===== src/rtl/spi_shift_engine.sv =====
// Frame-controlled full-duplex shift engine for the SPI datapath.
// One shift strobe per SCK bit; the first transmit bit is presented as soon as the load is accepted.
module spi_shift_engine #(
    parameter  int WIDTH = 8,
    localparam int CW    = $clog2(WIDTH + 1)
) (
    input  logic             i_clk,
    input  logic             i_rst,
    input  logic             i_load,
    input  logic [WIDTH-1:0] i_par_data,
    input  logic [CW-1:0]    i_frame_len,
    input  logic             i_lsb_first,
    input  logic             i_shift_en,
    input  logic             i_ser_data,
    input  logic             i_clear,
    output logic             o_ser_data,
    output logic [WIDTH-1:0] o_par_data,
    output logic             o_busy,
    output logic             o_done
);

    typedef enum logic {S_IDLE = 1'b0, S_SHIFT = 1'b1} state_t;

    state_t           state_q, state_d;
    logic [WIDTH-1:0] shreg_q, shreg_d;
    logic [CW-1:0]    cnt_q,   cnt_d;
    logic [CW-1:0]    len_q,   len_d;
    logic             lsb_q,   lsb_d;
    logic             done_q,  done_d;

    logic [CW-1:0]    eff_len;
    logic [CW-1:0]    len_m1;
    logic [WIDTH-1:0] mask_load;
    logic [WIDTH-1:0] mask_cur;
    logic [WIDTH-1:0] shl_next;
    logic [WIDTH-1:0] shr_next;
    logic [WIDTH-1:0] msb_sel;
    logic             accept_load;
    logic             do_strobe;

    assign eff_len     = ((i_frame_len == '0) || (i_frame_len > CW'(WIDTH))) ? CW'(WIDTH) : i_frame_len;
    assign len_m1      = len_q - CW'(1);
    assign accept_load = (state_q == S_IDLE) && i_load;
    // Abort outranks the strobe, so a strobe arriving with i_clear never touches the register.
    assign do_strobe   = (state_q == S_SHIFT) && !i_clear && i_shift_en;

    // Per-bit frame masks, shift candidates and the MSB-first transmit tap at bit len-1.
    for (genvar gi = 0; gi < WIDTH; gi++) begin : g_bit
        localparam logic [CW-1:0] IDX = CW'(gi);

        assign mask_load[gi] = (IDX < eff_len);
        assign mask_cur[gi]  = (IDX < len_q);
        assign msb_sel[gi]   = shreg_q[gi] & (len_m1 == IDX);

        if (gi == 0) begin : g_lo
            assign shl_next[gi] = i_ser_data;
        end else begin : g_mid
            assign shl_next[gi] = shreg_q[gi-1] & mask_cur[gi];
        end

        if (gi == WIDTH - 1) begin : g_top
            assign shr_next[gi] = (len_m1 == IDX) ? i_ser_data : 1'b0;
        end else begin : g_low
            assign shr_next[gi] = (len_m1 == IDX) ? i_ser_data : shreg_q[gi+1];
        end
    end

    always_ff @(posedge i_clk or negedge i_rst) begin
        if (!i_rst) begin
            state_q <= S_IDLE;
        end else begin
            state_q <= state_d;
        end
    end

    always_comb begin
        state_d = state_q;
        case (state_q)
            S_IDLE:  if (i_load) state_d = S_SHIFT;
            S_SHIFT: begin
                if (i_clear)                               state_d = S_IDLE;
                else if (i_shift_en && cnt_q == CW'(1))    state_d = S_IDLE;
            end
            default: state_d = S_IDLE;
        endcase
    end

    always_comb begin
        o_busy     = (state_q == S_SHIFT);
        o_ser_data = 1'b0;
        if (state_q == S_SHIFT) begin
            o_ser_data = lsb_q ? shreg_q[0] : (|msb_sel);
        end
    end

    always_comb begin
        shreg_d = shreg_q;
        cnt_d   = cnt_q;
        len_d   = len_q;
        lsb_d   = lsb_q;
        done_d  = 1'b0;
        if (accept_load) begin
            shreg_d = i_par_data & mask_load;
            cnt_d   = eff_len;
            len_d   = eff_len;
            lsb_d   = i_lsb_first;
        end else if (do_strobe) begin
            shreg_d = lsb_q ? shr_next : shl_next;
            cnt_d   = cnt_q - CW'(1);
            done_d  = (cnt_q == CW'(1));
        end
    end

    always_ff @(posedge i_clk or negedge i_rst) begin
        if (!i_rst) begin
            shreg_q <= '0;
            cnt_q   <= '0;
            len_q   <= '0;
            lsb_q   <= 1'b0;
            done_q  <= 1'b0;
        end else begin
            shreg_q <= shreg_d;
            cnt_q   <= cnt_d;
            len_q   <= len_d;
            lsb_q   <= lsb_d;
            done_q  <= done_d;
        end
    end

    assign o_par_data = shreg_q;
    assign o_done     = done_q;

endmodule


===== config.mk =====
export PLATFORM = sky130hd
export DESIGN_NAME = spi_shift_engine
export DESIGN_NICKNAME = d
export VERILOG_FILES = /design/src/rtl/spi_shift_engine.sv
export SDC_FILE = /design/constraint.sdc
export NUM_CORES = 1
export LEC_CHECK = 0
export CAP_MARGIN = 20
export CORE_MARGIN = 1
export CORE_UTILIZATION = 48
export CTS_BUF_LIST = sky130_fd_sc_hd__clkbuf_2 sky130_fd_sc_hd__clkbuf_4 sky130_fd_sc_hd__clkbuf_8
export DETAILED_ROUTE_END_ITERATION = 10
export PLACE_DENSITY_LB_ADDON = 0.12
export SLEW_MARGIN = 20
export SYNTH_ARGS = -nofsm -noshare
export SYNTH_HDL_FRONTEND = slang
export SYNTH_SLANG_ARGS = --single-unit

===== constraint.sdc =====
create_clock -name i_clk -period 1.5 [get_ports i_clk]
set_input_delay 0.225 -clock i_clk [delete_from_list [all_inputs] [get_ports i_clk]]
set_output_delay 0.225 -clock i_clk [all_outputs]
set_load 0.02 [all_outputs]

==> Word-level counts from Yosys, hierarchy flattened <==
Cells that the tools add are included.
{ "totals": {"regBits": 19, "out_inout_bits": 11} }
{ "op_classes": {"addsub": 2, "order_cmp": 16, "eq_ne": 8, "muxes": 22, "bitwise_logic": 17, "reduce_logical": 10} }
{ "ops": {"columns": ["operator", "count"], "rows": [
  ["< comparator 3 x 4 -> 1 bit, first input constant", 8],
  ["2-to-1 mux 8 bit", 3],
  ["equality test 4 x 3 -> 1 bit, second input constant", 4],
  ["< comparator 2 x 4 -> 1 bit, first input constant", 4],
  ["bitwise AND 1 bit", 15],
  ["2-to-1 mux 1 bit", 15],
  ["< comparator 1 x 4 -> 1 bit, first input constant", 3],
  ["2-to-1 mux 4 bit", 3],
  ["bitwise AND 8 bit", 1],
  ["equality test 4 x 1 -> 1 bit, second input constant", 2],
  ["equality test 4 x 2 -> 1 bit, second input constant", 2],
  ["logical NOT 4 bit", 2],
  ["OR reduction 8 bit", 1],
  ["subtractor 4 x 1 -> 4 bit, second input constant", 2],
  ["greater-than comparator 4 bit, second input constant", 1],
  ["logical AND 1 bit", 4],
  ["one-hot mux 1 bit (2 select lines)", 1],
  ["nonzero test 2 bit", 1],
  ["logical NOT 1 bit", 1],
  ["logical OR 1 bit", 1],
  ["NOT 1 bit", 1]
]} }

==> Depth between registers and ports, before layout <==
Gate-level depths: netlist of run 1.
{ "logic_depth": {"ltp_word": 6, "mapped_depth": 6} }

==> Worst setup path before layout of run 1 <==
OpenSTA, ideal clock, no wires.
{ "synth_path": {"path_type": "register -> output", "startpoint": "register len_q[1]", "endpoint": "output o_ser_data", "arrival_ps": 1398, "required_ps": 1275, "path_slack_ps": -123, "stages_incl_launch_ff": 6, "n_path_buf": 2, "path_cell_list": "dfrtp_1 > buf_6 > buf_4 > mux2i_1 > o221a_1 > o31ai_2"} }
{ "synth_between": {"elab_chain_len": 6, "word_cells_on_any_way": 20} }
{ "synth_rtl": {"columns": ["element", "line_no", "rtl"], "rows": [
  ["from (decl)", "27", "logic [CW-1:0] len_q, len_d;"],
  ["from (signal assigned)", "124", "len_q <= len_d;"],
  ["subtractor 4 x 1 -> 4 bit (*)", "42", "assign len_m1 = len_q - CW'(1);"],
  ["equality test 4 x 1 -> 1 bit (tied with other cells)", "53", "assign msb_sel[gi] = shreg_q[gi] & (len_m1 == IDX);"],
  ["bitwise AND 1 bit", "53", null],
  ["OR reduction 8 bit (*)", "92", "o_ser_data = lsb_q ? shreg_q[0] : (|msb_sel);"],
  ["2-to-1 mux 1 bit (*)", "92", null],
  ["2-to-1 mux 1 bit (*)", "91", "if (state_q == S_SHIFT) begin"],
  ["to (decl)", "16", "output logic o_ser_data,"]
]} }
Every way passes the cells marked *; elsewhere a longest branch is shown, timed or not.

==> Worst setup path in the final report of run 1 <==
{ "layout_path": {"startpoint": "register len_q[2]", "endpoint": "output o_ser_data"} }
Same word-level chain as after synthesis.

==> results of run 1 <==
stage by stage:
stage          utilization  total power, mW  hold slack, ns  TNS (ns)  worst slack (ns)
5_1_grt              0.793             2.88           0.264     -2.55            -0.498
3_3_place_gp         0.703             2.14           0.572     -1.71            -0.528
4_1_cts              0.744             2.51           0.250     -1.28            -0.446
6_report             0.793             2.72           0.241     -2.07            -0.447
3_5_place_dp         0.703             2.17           0.578     -2.13            -0.607
2_1_floorplan            -             1.56         -0.0706   -0.0523           -0.0458
report_power, final:
part	switching (mW)	internal, mW
sequential	0.148	0.656
clock	0.182	0.0998
combinational	0.792	0.846
sequential cells by signal, indices dropped and copies added, names as in the netlist:
name / count
o_done: 1
o_par_data: 8
o_busy: 1
lsb_q: 1
len_q: 4
cnt_q: 4
layout make-up:
type | count | area [um2] | area share
clock buffers | 3 | 22.5 | 0.0101
multi-input cells | 115 | 962 | 0.433
repair buffers | 78 | 701 | 0.315
flip-flops and latches | 19 | 479 | 0.216
inverters | 4 | 15.0 | 0.00675
well taps | 31 | 38.8 | 0.0174
clock inverters | 1 | 5.00 | 0.00225
worst min-delay path by stage:
stage | depth (start not counted) | start | slack (ns) | end
5_1_grt | 2 | i_rst | 0.26 | cnt_q[1]
3_3_place_gp | 2 | cnt_q[3] | 0.57 | cnt_q[3]
2_1_floorplan | 0 | i_rst | -0.07 | cnt_q[0]
6_report | 2 | i_rst | 0.24 | cnt_q[0]
4_1_cts | 2 | i_rst | 0.25 | cnt_q[2]
3_5_place_dp | 2 | cnt_q[3] | 0.58 | cnt_q[3]
worst max-delay path: cells and delay by family, from the launching register on:
family / cells / cell delay, ns
DFF: 1 / 0.47
buffers and inverters: 2 / 0.27
AOI/OAI and AO/OA: 3 / 0.41
and+or+nand+nor: 1 / 0.25
per-layer routing:
metal / global-route usage / vias to the layer above
li1: - / 704
met1: 0.388 / 730
met2: 0.515 / 54
met3: 0.0507 / 8
met4: 0.101 / 0
met5: 0 / -
cell families after synthesis:
logic type	Yosys count	share of synthesized area
adder cells (fa/ha/maj)	2	0.0174
XOR/XNOR	4	0.0243
flip-flops	19	0.330
AO/OA/AOI/OAI	45	0.205
AND/OR/NAND/NOR	54	0.261
buffers and inverters	18	0.0817
multiplexers	10	0.0808
cell usage in the layout, fill, tap and decap left out, drive strengths merged, types with 2 or more instances in the layout:
| master | Yosys | final |
|---|---|---|
| mux2 | 7 | 7 |
| nand2b | 2 | 2 |
| buf | 10 | 49 |
| o21ai | 12 | 12 |
| nor2 | 5 | 5 |
| ha | 2 | 2 |
| nor3 | 2 | 2 |
| clkbuf | 4 | 4 |
| nor3b | 3 | 3 |
| o311ai | 2 | 2 |
| and4bb | 4 | 4 |
| clkdlybuf4s50 | 0 | 18 |
| dlygate4sd2 | 0 | 9 |
| nand2 | 13 | 13 |
| a211oi | 2 | 2 |
| o22ai | 2 | 2 |
| mux2i | 3 | 3 |
| a211o | 2 | 2 |
| nand3 | 5 | 5 |
| xnor2 | 3 | 3 |
| nor4bb | 2 | 2 |
| a31oi | 3 | 3 |
| nor2b | 3 | 3 |
| nor4b | 4 | 4 |
| dfrtp | 19 | 19 |
| nand3b | 4 | 4 |
| o31ai | 3 | 3 |
| inv | 4 | 4 |
| a21oi | 15 | 15 |
timing repair:
item,CTS,global route
pin swaps,7,8
endpoints found under the setup margin,16,9
resized for setup,33,18
endpoints found under the hold margin,0,0
cloned,0,0
hold buffers,0,0
buffers inserted,1,10
==> flow_summary.json, run 1 <==
{
  "timing.rr.start": "len_q[0]",
  "routed.top_layer": "met4",
  "status": "complete, but fails checks",
  "setup_slack_ns": -0.447,
  "ys_seq_elements": 19,
  "dpl.cell_count": 236,
  "cp_data_required_time_ns": 1.27,
  "crit_top_cell": "buf_6",
  "die_w_um": 56.8,
  "ioPinCount": 30,
  "violations": "negative setup slack",
  "dieArea_mm2": 0.00322,
  "startpoint": "len_q[2]",
  "syn-num-nets": 173,
  "wl_met1_mm": 2.00,
  "drc_errors": 0,
  "die_h_um": 56.8,
  "drt_iter0_drc": 52,
  "fill_cells": 189,
  "clk_pin_slew_ns": 0.12,
  "n_antenna_cell": 0,
  "hold_viol": 0,
  "hold_path.class": "in2async",
  "cts_htree_levels": 1,
  "crit_arrival_ns": 1.72,
  "syn_inst": 152,
  "grt_overflow": 0,
  "placed_cell_area_mm2": 0.00197,
  "synthFlopType": "dfrtp_1",
  "slowest_delay_ns": 0.47,
  "final_area_mm2": 0.00222,
  "reg2reg_to": "o_par_data[5]",
  "path_class": "reg2out",
  "worst-slew-pin-transition_ns": 0.516,
  "cts_tree": "built",
  "core_mm2": 0.00281,
  "clock_skew_ns": 0.00566,
  "powerDensity_mw_per_mm2": 1220,
  "yosys.cell_count.top_type": "dfrtp_1",
  "cp-start-kind": "flip-flop",
  "numClockSinks": 19,
  "wl_met3_um": 250,
  "synth_cell_types": 50,
  "port_buffers": 29,
  "cts_buffers": 3,
  "fin_nets": 242,
  "synth_top_cell_area_share": 0.330,
  "reg2regPathDepth": 6,
  "cp-endpoint": "o_ser_data",
  "grt_max_degree": 20,
  "slew_violations": 0,
  "synth_seq_area_share": 0.330,
  "end_kind": "primary output",
  "grt_first_pass_wirelength_mm": 7.34,
  "p_leak_nw": 1.02,
  "gp_congestion": 0.860,
  "maxCapViolCount": 0,
  "synth_top_cell_by_area": "dfrtp_1",
  "synth_common_cells": "dfrtp_1, a21oi_1, nand2_1, o21ai_0",
  "wl_met2_mm": 2.38,
  "worstPathMaxFanout": 5,
  "grt_pass1_vias": 1495,
  "layout.cells.non_filler": 251,
  "avgSynthCellArea_um2": 9.47,
  "drive_above_1_share": 0.373,
  "start_util": 0.513,
  "antenna_found_initial": 0,
  "ant_nets": 0,
  "areaGrowthSynthToFinish_pct": 54.4,
  "synth_edf_count": 0,
  "cp_slowest_cell": "dfrtp_2",
  "slew_headroom": 0.651,
  "ys_warn_count": 0,
  "fin_crit_ns": 1.95,
  "fmax_mhz": 514,
  "crit_chain": "buf_6 -> and4b_1 -> o21ai_1 -> o221a_1 -> o31ai_4 -> buf_6",
  "min_period_over_period": 1.30,
  "vias": 1496,
  "rrSetupSlack_ns": -0.38,
  "hpwl_mm": 3.15,
  "wire_per_inst_um": 18.7,
  "drt_wl_total_mm": 4.69,
  "root_buffer": "clkbuf_4",
  "firstDrtPassIters": 4,
  "clock_latency_ns": 0.31,
  "setup_viol": 8,
  "rsz0062_at_grt": "yes",
  "syn-cell-area_mm2": 0.00144,
  "track_usage": 0.302,
  "rows": 19,
  "vdd_drop_max_mv": 0.864,
  "routed_via_density": 5.96,
  "synth.area.top_cells": "dfrtp_1, a21oi_1, buf_6",
  "clockBufferDepth": 2,
  "async_reset_ff_frac": 1.00
}
Note: power is estimated with default switching activity, not from simulation.
==> run 2, diff against run 1 <==
--- a/config.mk
+++ b/config.mk
@@ -11,6 +11,7 @@
 export CTS_BUF_LIST = sky130_fd_sc_hd__clkbuf_2 sky130_fd_sc_hd__clkbuf_4 sky130_fd_sc_hd__clkbuf_8
 export DETAILED_ROUTE_END_ITERATION = 10
 export PLACE_DENSITY_LB_ADDON = 0.12
+export REMOVE_ABC_BUFFERS = 1
 export SLEW_MARGIN = 20
 export SYNTH_ARGS = -nofsm -noshare
 export SYNTH_HDL_FRONTEND = slang
==> flow_summary.json, run 2 (synthesized netlist as in run 1, its figures left out) <==
{
  "final_common_cell": "buf_4",
  "track_usage": 0.327,
  "crit_chain": "buf_6 -> and4b_1 -> o21ai_2 -> o221a_1 -> o31ai_2 -> buf_4",
  "clock_latency_ns": 0.31,
  "min_period_over_period": 1.31,
  "tns_ns": -2.10,
  "swShare": 0.412,
  "crit_arrival_ns": 1.74,
  "drt_iter0_drc": 99,
  "routed_via_density": 6.15,
  "cp-start-kind": "flip-flop",
  "drt_wl_total_mm": 4.96,
  "clockBufferDepth": 2,
  "fin_crit_ns": 1.97,
  "drive_above_1_share": 0.376,
  "fill_cells": 176,
  "rsz0062_at_grt": "yes",
  "root_buffer": "clkbuf_4",
  "worst-slew-pin-transition_ns": 0.401,
  "grt_first_pass_wirelength_mm": 7.91,
  "maxCapViolCount": 0,
  "cts_tree": "built",
  "hpwl_mm": 3.23,
  "vdd_drop_max_mv": 0.764,
  "dpl.cell_count": 238,
  "hold_viol": 0,
  "cts_htree_levels": 1,
  "n_antenna_cell": 0,
  "firstDrtPassIters": 7,
  "fmax_mhz": 508,
  "wire_per_inst_um": 19.7,
  "slew_headroom": 0.729,
  "clock_skew_ns": 0.00354,
  "areaGrowthSynthToFinish_pct": 56.6,
  "start_util": 0.513,
  "slowest_delay_ns": 0.46,
  "drc_errors": 4,
  "numClockSinks": 19,
  "dieArea_mm2": 0.00322,
  "final_cell_mix": "buf_4, clkdlybuf4s50_1, dfrtp_1",
  "fin_nets": 243,
  "vias": 1551,
  "port_buffers": 29,
  "grt_pass1_vias": 1554,
  "core_mm2": 0.00281,
  "setup_slack_ns": -0.469,
  "setup_viol": 8,
  "cp_slowest_cell": "dfrtp_2",
  "ant_nets": 0,
  "worstPathMaxFanout": 5,
  "p_int_mw": 1.63,
  "p_switching_mw": 1.14,
  "cp_data_required_time_ns": 1.27,
  "layout.cells.non_filler": 252,
  "slew_violations": 0,
  "combPwrFrac": 0.603,
  "hold_path.class": "in2async",
  "ctsHoldBuffers": 0,
  "ioPinCount": 30,
  "clk_pin_slew_ns": 0.12,
  "status": "complete, but fails checks",
  "die_h_um": 56.8,
  "powerDensity_mw_per_mm2": 1230,
  "largest_reg_flops": 8,
  "violations": "design-rule violations, negative setup slack",
  "fin_total_pwr_mw": 2.77,
  "antenna_found_initial": 0,
  "die_w_um": 56.8,
  "rows": 19,
  "power_frac_seq": 0.291,
  "path_class": "reg2out",
  "gp_congestion": 0.950,
  "grt_max_degree": 20,
  "place_ws_ns": -0.651,
  "end_kind": "primary output",
  "cts_buffers": 3,
  "p_leak_nw": 1.03,
  "pwr-share-clk": 0.106,
  "grt_overflow": 0,
  "holdWs_ns": 0.258
}
## run 2: final timing paths
kind                             start  cells after the start  slack (ns)       endpoint
max in group asynchronous        i_rst                      2        1.01       len_q[0]
min in group i_clk         i_lsb_first                      3        0.44          lsb_q
min reg2reg                   cnt_q[1]                      2        0.60       cnt_q[1]
max reg2reg                   len_q[2]                      8       -0.33  o_par_data[1]
min                              i_rst                      2        0.26       len_q[3]
max                           len_q[2]                      6       -0.47     o_ser_data
## run 2: per-layer routing
metal,vias up,wire (um),global-route usage
met1,740,2030,0.423
met5,-,0,0
li1,704,-,-
met4,0,115,0.157
met2,96,2410,0.515
met3,11,413,0.0714
## run 2: power by group through the flow
stage,sequential [mW],clock [mW],combinational (mW)
final,0.806,0.294,1.67
after global routing,0.817,0.332,1.77
after CTS,0.789,0.296,1.55
after detailed placement,0.798,0,1.38
after global placement,0.787,0,1.33
after floorplan,0.956,0,0.496
## run 2: worst max-delay path, delay by kind of cell (launching register included)
family	cells	cell delay (ns)
AOI/OAI and AO/OA	3	0.39
buffers and inverters	2	0.31
DFF	1	0.46
and+or+nand+nor	1	0.28
## run 2: what timing repair did
item,4_1_cts,5_1_grt
setup buffers,7,6
resized for setup,44,10
pin swaps,17,9
endpoints found under the setup margin,18,10
gates cloned,0,0
## run 2: cell type report
| type | instances | area [um2] | area share |
|---|---|---|---|
| clock buffer | 4 | 30.0 | 0.0133 |
| inverter | 4 | 15.0 | 0.00666 |
| multi-input combinational | 115 | 961 | 0.426 |
| sequential | 19 | 478 | 0.212 |
| tap | 31 | 38.8 | 0.0172 |
| timing repair buffer | 79 | 733 | 0.325 |
## run 2: through the flow
stage / util / instance area, um2
finish: 0.804 / 2260
global route: 0.804 / 2260
CTS: 0.781 / 2190
detailed placement: 0.706 / 1980
global placement: 0.706 / 1980
floorplan: - / 1340
